## config.mk

```make
export PLATFORM = sky130hd
export DESIGN_NAME = pc_fetch_unit
export DESIGN_NICKNAME = d
export VERILOG_FILES = /design/src/rtl/mips_pkg.sv /design/src/rtl/next_pc_calc.sv /design/src/rtl/pc_fetch_unit.sv
export SDC_FILE = /design/constraint.sdc
export NUM_CORES = 1
export LEC_CHECK = 0
export CAP_MARGIN = 20
export CORE_MARGIN = 2
export CORE_UTILIZATION = 30
export CTS_CLUSTER_DIAMETER = 120
export DETAILED_ROUTE_END_ITERATION = 12
export GPL_TIMING_DRIVEN = 0
export PLACE_DENSITY = 0.6
export SKIP_LAST_GASP = 1
export SYNTH_ARGS = -nofsm -noshare
export SYNTH_HDL_FRONTEND = slang
export SYNTH_SLANG_ARGS = --single-unit
```

## constraint.sdc

```tcl
create_clock -name Clock -period 4.2 [get_ports Clock]
set_input_delay 0.84 -clock Clock [delete_from_list [all_inputs] [get_ports Clock]]
set_output_delay 0.84 -clock Clock [all_outputs]
set_load 0.02 [all_outputs]
```

## src/rtl/mips_pkg.sv

```systemverilog
// mips_pkg: shared definitions for the MIPS fetch path.
//   fetch_state_t    : fetch sequencer states
//   PC_* constants   : PCSelector encodings from the control decoder
//   *_MSB/*_LSB      : instruction field positions (opcode, funct, imm16, index26)
package mips_pkg;

  typedef enum logic [1:0] {
    IDLE  = 2'd0,
    FETCH = 2'd1,
    ISSUE = 2'd2,
    FAULT = 2'd3
  } fetch_state_t;

  localparam logic [1:0] PC_SEQ    = 2'b00;
  localparam logic [1:0] PC_BRANCH = 2'b01;
  localparam logic [1:0] PC_REG    = 2'b10;
  localparam logic [1:0] PC_JUMP   = 2'b11;

  localparam int OPCODE_MSB  = 31;
  localparam int OPCODE_LSB  = 26;
  localparam int FUNCT_MSB   = 5;
  localparam int FUNCT_LSB   = 0;
  localparam int IMM16_MSB   = 15;
  localparam int IMM16_LSB   = 0;
  localparam int INDEX26_MSB = 25;
  localparam int INDEX26_LSB = 0;

endpackage

```

## src/rtl/next_pc_calc.sv

```systemverilog
// next_pc_calc: purely combinational next-PC computation.
// Ports:
//   pc             in  32  address of the instruction being issued
//   index26        in  26  Instruction[25:0]; imm16 is its low half
//   pc_selector    in  2   PC_SEQ / PC_BRANCH / PC_REG / PC_JUMP
//   jump_reg_value in  32  rs value for jr
//   pc_plus4       out 32  pc + 4 (also the jal link address)
//   next_pc        out 32  selected target
//   misaligned     out 1   target is not word-aligned
module next_pc_calc
  import mips_pkg::*;
(
  input  logic [31:0]                  pc,
  input  logic [INDEX26_MSB:INDEX26_LSB] index26,
  input  logic [1:0]                   pc_selector,
  input  logic [31:0]                  jump_reg_value,
  output logic [31:0]                  pc_plus4,
  output logic [31:0]                  next_pc,
  output logic                         misaligned
);

  logic [15:0] imm16;
  logic [31:0] branch_offset;
  logic [31:0] jump_target;

  // The immediate field occupies the low half of the 26-bit index field.
  assign imm16         = index26[IMM16_MSB:IMM16_LSB];
  assign pc_plus4      = pc + 32'd4;
  assign branch_offset = {{14{imm16[15]}}, imm16, 2'b00};
  assign jump_target   = {pc_plus4[31:28], index26, 2'b00};

  always_comb begin
    next_pc = pc_plus4;
    unique case (pc_selector)
      PC_SEQ:    next_pc = pc_plus4;
      PC_BRANCH: next_pc = pc_plus4 + branch_offset;
      PC_REG:    next_pc = jump_reg_value;
      PC_JUMP:   next_pc = jump_target;
      default:   next_pc = pc_plus4;
    endcase
  end

  // Only the register target can actually be misaligned; the others are
  // aligned by construction.
  assign misaligned = |next_pc[1:0];

endmodule

```

## src/rtl/pc_fetch_unit.sv

```systemverilog
// pc_fetch_unit: program counter and instruction-fetch sequencer.
// Ports:
//   Clock, Reset          single rising-edge clock, synchronous active-high reset
//   InstrReq/InstrAddr    fetch request and address (address is the PC)
//   InstrAck/InstrData    memory response, accepted only while fetching
//   Instruction           latched instruction word
//   Operator/Func         opcode and funct fields of Instruction
//   IssueValid/IssueReady issue handshake with the execute stage
//   PCSelector            next-PC source, sampled on issue transfer
//   JumpRegValue          jr target, sampled on issue transfer
//   PC/LinkAddress        current instruction address and PC + 4
//   Fault                 sticky misaligned-target fault, cleared only by Reset
module pc_fetch_unit
  import mips_pkg::*;
#(
  parameter logic [31:0] RESET_PC = 32'h0000_0000
) (
  input  logic        Clock,
  input  logic        Reset,
  output logic        InstrReq,
  output logic [31:0] InstrAddr,
  input  logic        InstrAck,
  input  logic [31:0] InstrData,
  output logic [31:0] Instruction,
  output logic [5:0]  Operator,
  output logic [5:0]  Func,
  output logic        IssueValid,
  input  logic        IssueReady,
  input  logic [1:0]  PCSelector,
  input  logic [31:0] JumpRegValue,
  output logic [31:0] PC,
  output logic [31:0] LinkAddress,
  output logic        Fault
);

  fetch_state_t state, next_state;
  logic [31:0]  pc_q;
  logic [31:0]  instr_q;
  logic [31:0]  pc_plus4;
  logic [31:0]  next_pc;
  logic         misaligned;
  logic         load_instr;
  logic         load_pc;

  next_pc_calc u_next_pc_calc (
    .pc             (pc_q),
    .index26        (instr_q[INDEX26_MSB:INDEX26_LSB]),
    .pc_selector    (PCSelector),
    .jump_reg_value (JumpRegValue),
    .pc_plus4       (pc_plus4),
    .next_pc        (next_pc),
    .misaligned     (misaligned)
  );

  always_ff @(posedge Clock) begin
    if (Reset) begin
      state   <= IDLE;
      pc_q    <= RESET_PC;
      instr_q <= 32'h0;
    end else begin
      state <= next_state;
      if (load_instr) instr_q <= InstrData;
      if (load_pc)    pc_q    <= next_pc;
    end
  end

  always_comb begin
    next_state = state;
    load_instr = 1'b0;
    load_pc    = 1'b0;
    InstrReq   = 1'b0;
    IssueValid = 1'b0;
    unique case (state)
      IDLE: next_state = FETCH;
      FETCH: begin
        InstrReq = 1'b1;
        if (InstrAck) begin
          load_instr = 1'b1;
          next_state = ISSUE;
        end
      end
      ISSUE: begin
        IssueValid = 1'b1;
        // A misaligned target parks the unit in FAULT with the PC still
        // pointing at the offending instruction.
        if (IssueReady) begin
          if (misaligned) begin
            next_state = FAULT;
          end else begin
            load_pc    = 1'b1;
            next_state = FETCH;
          end
        end
      end
      FAULT: next_state = FAULT;
      default: next_state = IDLE;
    endcase
  end

  assign InstrAddr   = pc_q;
  assign PC          = pc_q;
  assign LinkAddress = pc_plus4;
  assign Instruction = instr_q;
  assign Operator    = instr_q[OPCODE_MSB:OPCODE_LSB];
  assign Func        = instr_q[FUNCT_MSB:FUNCT_LSB];
  assign Fault       = (state == FAULT);

endmodule

```

==> out/metrics.yaml, run 1 <==
status: "complete, no violations"
dpl_worst_slack_ns: -0.454
hold_class: "flip-flop to flip-flop"
power.leakage_nw: 3.48
hold_path_end: "Instruction[30]"
ys_top_cells_by_area: "dfxtp_1 (23%), nand2_1 (8.3%), a21oi_1 (7.3%)"
fin_ws_ns: 0.127
clock-root-buffer: "clkbuf_16"
cp.required_ns: 4.41
h-tree-depth: 3
syn_avg_cell_area_um2: 7.57
min_from: "Instruction[30]"
r2r_end: "InstrAddr[20]"
finalWirelength_mm: 24.3
viasPerCell: 5.14
tightest_slew_ns: 0.934
power_density_nw_per_um2: 228
synth.most_common_cell: "nand2_1"
synth_nets: 879
initial_core_util_pct: 30.3
detail-route-antenna-nets: 0
layout-drive-gt1-share_pct: 13.0
place_hpwl_mm: 18.6
antenna_found_initial: 1
fin_crit_sh_pct: 97.0
synth-warning-count: 0
clock_sinks: 66
rsz0062_at_grt: "true"
drc: 0
ys_top_cells_by_count: "nand2_1 (130), a21oi_1 (86), dfxtp_1 (66)"
finalMaxSlewViolations: 0
end_kind: "flip-flop"
reg2reg_slack_ns: 0.13
grtUsageTotal_pct: 23.0
ys.flop_type: "dfxtp_1"
async_flop_share_pct: 0
hold_violations: 0
fin_crit_ns: 4.07
skew_ns: 0.00764
ios: 213
arrival_ns: 4.28
synth-seq-cells: 66
yosysTopAreaCell: "dfxtp_1"
drt_iter0_drc: 490
cts_hold_buf: 0
final_nets: 1112
synth_edf_count: 0
final.setup.tns_ns: 0
cts_buffers: 9
grt_pass1_vias: 6165
core-area_um2: 19300
p_total_mw: 2.02
synth.distinct_cells: 66
yosysSeqAreaShare_pct: 22.6
critPathMaxFanout: 7
path_class: "flip-flop to flip-flop"
clkTransAtPathRegs_ns: 0.06
num_vias: 6574
critPathLaunchType: "flip-flop"
gp_congestion: 0.961
clk_path_buf_depth: 2
slew_headroom_pct: 37.7
port_buffers: 211
firstDrtPassIters: 5
fp.dieH_um: 144
ir_drop_mv: 0.191
netlist.area_leader.share_pct: 22.6
die_w_um: 144
die_area_um2: 20700
grt_pass1_wl_mm: 35.7
setup_viol: 0
r2r_start: "InstrAddr[2]"
cap_violations: 0
grt_max_degree: 21
fmax_ghz: 0.246
min_delay_path_depth: 2
syn_inst: 774
worstRegToRegCells: 15
num_rows: 51
tritoncts: "yes"
syn2layout_area_growth_pct: 51.2
grt.overflow.total: 0
insertion_delay_ns: 0.35
syn-cell-area_um2: 5860
wl_per_cell_um: 19.0
## metrics by stage
| step | hold WS, ns | utilization (%) | instances | area, µm² |
|---|---|---|---|---|
| floorplan | 0.486 | - | 774 | 5860 |
| global placement | 0.460 | 42.9 | 1250 | 8300 |
| detailed placement | 0.466 | 43.0 | 1251 | 8310 |
| CTS | 0.474 | 45.1 | 1271 | 8720 |
| global route | 0.492 | 45.8 | 1278 | 8850 |
| finish | 0.472 | 45.8 | 1278 | 8850 |
## cells by family (layout without fill, tap and decap cells)
group | Yosys count | count (layout) | synth area share [%]
and+or+nand+nor | 274 | 274 | 21.9
AOI/OAI and AO/OA | 218 | 218 | 24.2
buffers and inverters | 105 | 343 | 9.72
DFF | 66 | 66 | 22.6
xor gates and xnor gates | 46 | 46 | 6.88
adders and majority gates | 35 | 35 | 7.60
muxes | 30 | 30 | 7.18
other | 0 | 1 | 0
## layout make-up
cell class | instances | area (µm²)
Fill cell | 1980 | 10500
Multi-Input combinational cell | 603 | 4070
Timing Repair Buffer | 223 | 2210
Sequential cell | 66 | 1330
Buffer | 84 | 490
Tap cell | 265 | 332
Clock buffer | 10 | 229
Clock inverter | 6 | 115
Inverter | 20 | 75.1
Antenna cell | 1 | 2.50
## what timing repair did
action | 4_1_cts | 5_1_grt
resized for setup | 5 | 21
setup endpoints to repair | 12 | 7
pin swaps | 2 | 1
setup buffers | 5 | 5
## layer usage
metal  up-vias  share of wire (%)  track usage (%)  routed length (µm)
li1       3199                  -                -                   -
met1      3079                 44             30.2               10700
met2       255                 46             36.9               11200
met3        41                6.7             4.43                1610
met4         0                3.1             9.70                 740
met5         -                  0                0                   0
## worst max-delay path by stage
stage                   from       endpoint  slack (ns)  depth (start not counted)
2_1_floorplan   InstrAddr[2]  InstrAddr[31]        0.09                         15
3_3_place_gp    InstrAddr[2]  InstrAddr[31]       -0.49                         15
3_5_place_dp    InstrAddr[2]  InstrAddr[31]       -0.45                         15
4_1_cts         InstrAddr[2]  InstrAddr[31]       -0.01                         16
5_1_grt        InstrAddr[13]  InstrAddr[31]       -0.03                         15
6_report        InstrAddr[2]  InstrAddr[20]        0.13                         15
## placed cells by master (no fill, tap or decap), types with 26 or more instances in the layout
master           synthesis  layout
a21oi_1                 86      86
buf_4                   46      56
clkbuf_1                37      37
clkdlybuf4s50_1          0     211
dfxtp_1                 66      60
ha_1                    34      31
nand2_1                130     129
nor2_1                  49      46
o21ai_0                 27      27
xnor2_1                 28      26
## state kept, by name, indices dropped and copies added (netlist names)
register	flops
InstrAddr	32
Instruction	32
state	2
## worst max-delay path, stage by stage (launching register included)
cell	delay, ns
dfxtp_2	0.39
ha_2	0.25
nand4_1	0.22
buf_4	0.22
or2_2	0.34
nor2_1	0.13
xor2_1	0.29
ha_2	0.39
and4_1	0.22
nand2_1	0.06
o21ai_0	0.12
a211o_1	0.35
a21oi_1	0.19
xnor2_1	0.15
o221ai_1	0.14
a211oi_1	0.47
## where the power goes
part | switching [mW] | internal [mW]
clock network | 0.327 | 0.583
logic | 0.228 | 0.207
registers | 0.0312 | 0.647
No activity file was read; power rests on OpenSTA's default activity.
==> run 2: changes to the inputs <==
--- a/config.mk
+++ b/config.mk
@@ -12,6 +12,7 @@
 export DETAILED_ROUTE_END_ITERATION = 12
 export GPL_TIMING_DRIVEN = 0
 export PLACE_DENSITY = 0.6
+export SKIP_CTS_REPAIR_TIMING = 1
 export SKIP_LAST_GASP = 1
 export SYNTH_ARGS = -nofsm -noshare
 export SYNTH_HDL_FRONTEND = slang
==> out/metrics.yaml, run 2 (same netlist as run 1, synthesis figures left out) <==
status: "complete, no violations"  # unchanged
slew_headroom_pct: 37.6  # was 37.7%
antenna_found_initial: 1  # unchanged
crit_top_cell: "ha_2"  # unchanged
critPathLaunchType: "flip-flop"  # unchanged
n_fill_cell: 1982  # was 1980
fin_crit_ns: 4.01  # was 4.07 ns
firstDrtPassIters: 5  # unchanged
layout-drive-gt1-share_pct: 13.2  # was 13.0%
internal_power_mw: 1.44  # about the same
viasPerCell: 5.16  # was 5.14
clock-root-buffer: "clkbuf_16"  # unchanged
p_switching_mw: 0.587  # was 0.585 mW
place_hpwl_mm: 18.6  # unchanged
power_density_nw_per_um2: 229  # was 228 nW/µm²
setup_viol: 0  # unchanged
grt_pass1_vias: 6145  # was 6165
fmax_ghz: 0.249  # was 0.246 GHz
pwr-share-clk_pct: 45.0  # about the same
finalWirelength_mm: 24.2  # was 24.3 mm
drc: 0  # unchanged
port_buffers: 211  # unchanged
fin_crit_sh_pct: 95.5  # was 97.0%
end_kind: "flip-flop"  # unchanged
critPathMaxStageDelay_ns: 0.45  # was 0.47 ns
p_seq_share_pct: 33.5  # about the same
detail-route-antenna-nets: 0  # unchanged
power_switching_share_pct: 29.0  # about the same
finalMaxSlewViolations: 0  # unchanged
skew_ns: 0.00835  # was 0.00764 ns
grtUsageTotal_pct: 22.8  # was 23.0%
power.leakage_nw: 3.47  # was 3.48 nW
ir_drop_mv: 0.201  # was 0.191 mV
layout_commonest_cell: "clkdlybuf4s50_1"  # unchanged
cts_buffers: 9  # unchanged
clock_sinks: 66  # unchanged
arrival_ns: 4.22  # was 4.28 ns
layout_common_cells: "clkdlybuf4s50_1 (211), nand2_1 (129), a21oi_1 (86)"  # unchanged
core-area_um2: 19300  # unchanged
grt.overflow.total: 0  # unchanged
syn2layout_area_growth_pct: 51.0  # was 51.2%
insertion_delay_ns: 0.35  # about the same
grt_max_degree: 21  # unchanged
initial_core_util_pct: 30.3  # unchanged
fin_ws_ns: 0.187  # was 0.127 ns
grt_pass1_wl_mm: 35.5  # was 35.7 mm
tightest_slew_ns: 0.935  # was 0.934 ns
num_vias: 6593  # was 6574
num_rows: 51  # unchanged
die_area_um2: 20700  # unchanged
dpl_worst_slack_ns: -0.454  # unchanged
gp_congestion: 0.961  # unchanged
ios: 213  # unchanged
wl_per_cell_um: 18.9  # was 19.0 µm
cp_slowest_cell: "a211oi_1"  # unchanged
clk_path_buf_depth: 2  # unchanged
critPathMaxFanout: 7  # unchanged
cap_violations: 0  # unchanged
die_w_um: 144  # unchanged
path_class: "flip-flop to flip-flop"  # unchanged
clkTransAtPathRegs_ns: 0.06  # about the same
hold_violations: 0  # unchanged
drt_iter0_drc: 517  # was 490
final_nets: 1111  # was 1112
h-tree-depth: 3  # unchanged
hold_class: "flip-flop to flip-flop"  # unchanged
tritoncts: "yes"  # unchanged
power_frac_comb_pct: 21.5  # about the same
fp.dieH_um: 144  # unchanged
cp.required_ns: 4.41  # about the same
cp_cell_sequence: "ha_2 -> nand4_1 -> buf_4 -> or2_2 -> nor2_1 -> xor2_1 -> ha_2 -> and4_1 -> nand2_1 -> o21ai_0 -> a211o_1 -> a21oi_1 -> xnor2_1 -> o221ai_1 -> a211oi_1"  # unchanged
p_total_mw: 2.02  # about the same
[run 2: cell types whose count changed in the layout (fill, tap and decap cells not counted)]
cell and change:
buf_12 +1, nand4_2 +1, dfxtp_1 -2, dfxtp_2 +2, buf_4 -2, nand4_4 -1
nor2_4 -1, nor2_2 +1
[run 2: critical path: cells and delay by family, from the launching register on]
kind	cells	cell delay [ns]
flops	1	0.40
xor+xnor	2	0.43
fa+ha+maj	2	0.63
buf+inv	1	0.21
compound gates	5	1.25
simple gates	5	0.94
[run 2: power by group through the flow]
stage	registers, mW	clock network [mW]	logic, mW
final	0.679	0.911	0.435
after floorplan	0.705	0	0.205
after CTS	0.678	0.916	0.433
after global placement	0.691	0	0.427
after global routing	0.682	0.943	0.464
after detailed placement	0.691	0	0.430
[run 2: area by class of cell]
class                      instances  area, µm²  share of cell area, %
antenna                            1       2.50                 0.0283
buffer                            84        490                   5.54
clock buffer                      10        229                   2.59
clock inverter                     6        115                   1.30
inverter                          20       75.1                  0.848
multi-input combinational        603       4060                   45.9
sequential                        66       1330                   15.0
tap                              265        332                   3.75
timing repair buffer             222       2210                   25.0
[run 2: worst paths after layout]
| kind | start | to | slack [ns] | cells past startpoint |
|---|---|---|---|---|
| hold / removal | Instruction[30] | Instruction[30] | 0.47 | 2 |
| setup / recovery | InstrAddr[2] | InstrAddr[20] | 0.19 | 15 |
| hold reg to reg | Instruction[30] | Instruction[30] | 0.47 | 2 |
| setup reg to reg | InstrAddr[2] | InstrAddr[20] | 0.19 | 15 |
[run 2: routing by layer]
layer	wire, µm	global-route usage [%]	vias to the layer above
met2	11000	36.7	260
met4	758	9.70	0
met5	0	0	-
met1	10800	29.9	3087
li1	-	-	3204
met3	1550	4.33	42
[run 2: stage by stage]
stage          hold slack (ns)  instances  setup TNS (ns)  instance area [µm²]  util (%)
2_1_floorplan            0.486        774               0                 5860         -
3_3_place_gp             0.460       1250           -2.22                 8300      42.9
3_5_place_dp             0.466       1251           -1.36                 8310      43.0
4_1_cts                  0.474       1267           -2.07                 8660      44.8
5_1_grt                  0.492       1277         -0.0252                 8850      45.8
6_report                 0.473       1277               0                 8850      45.8
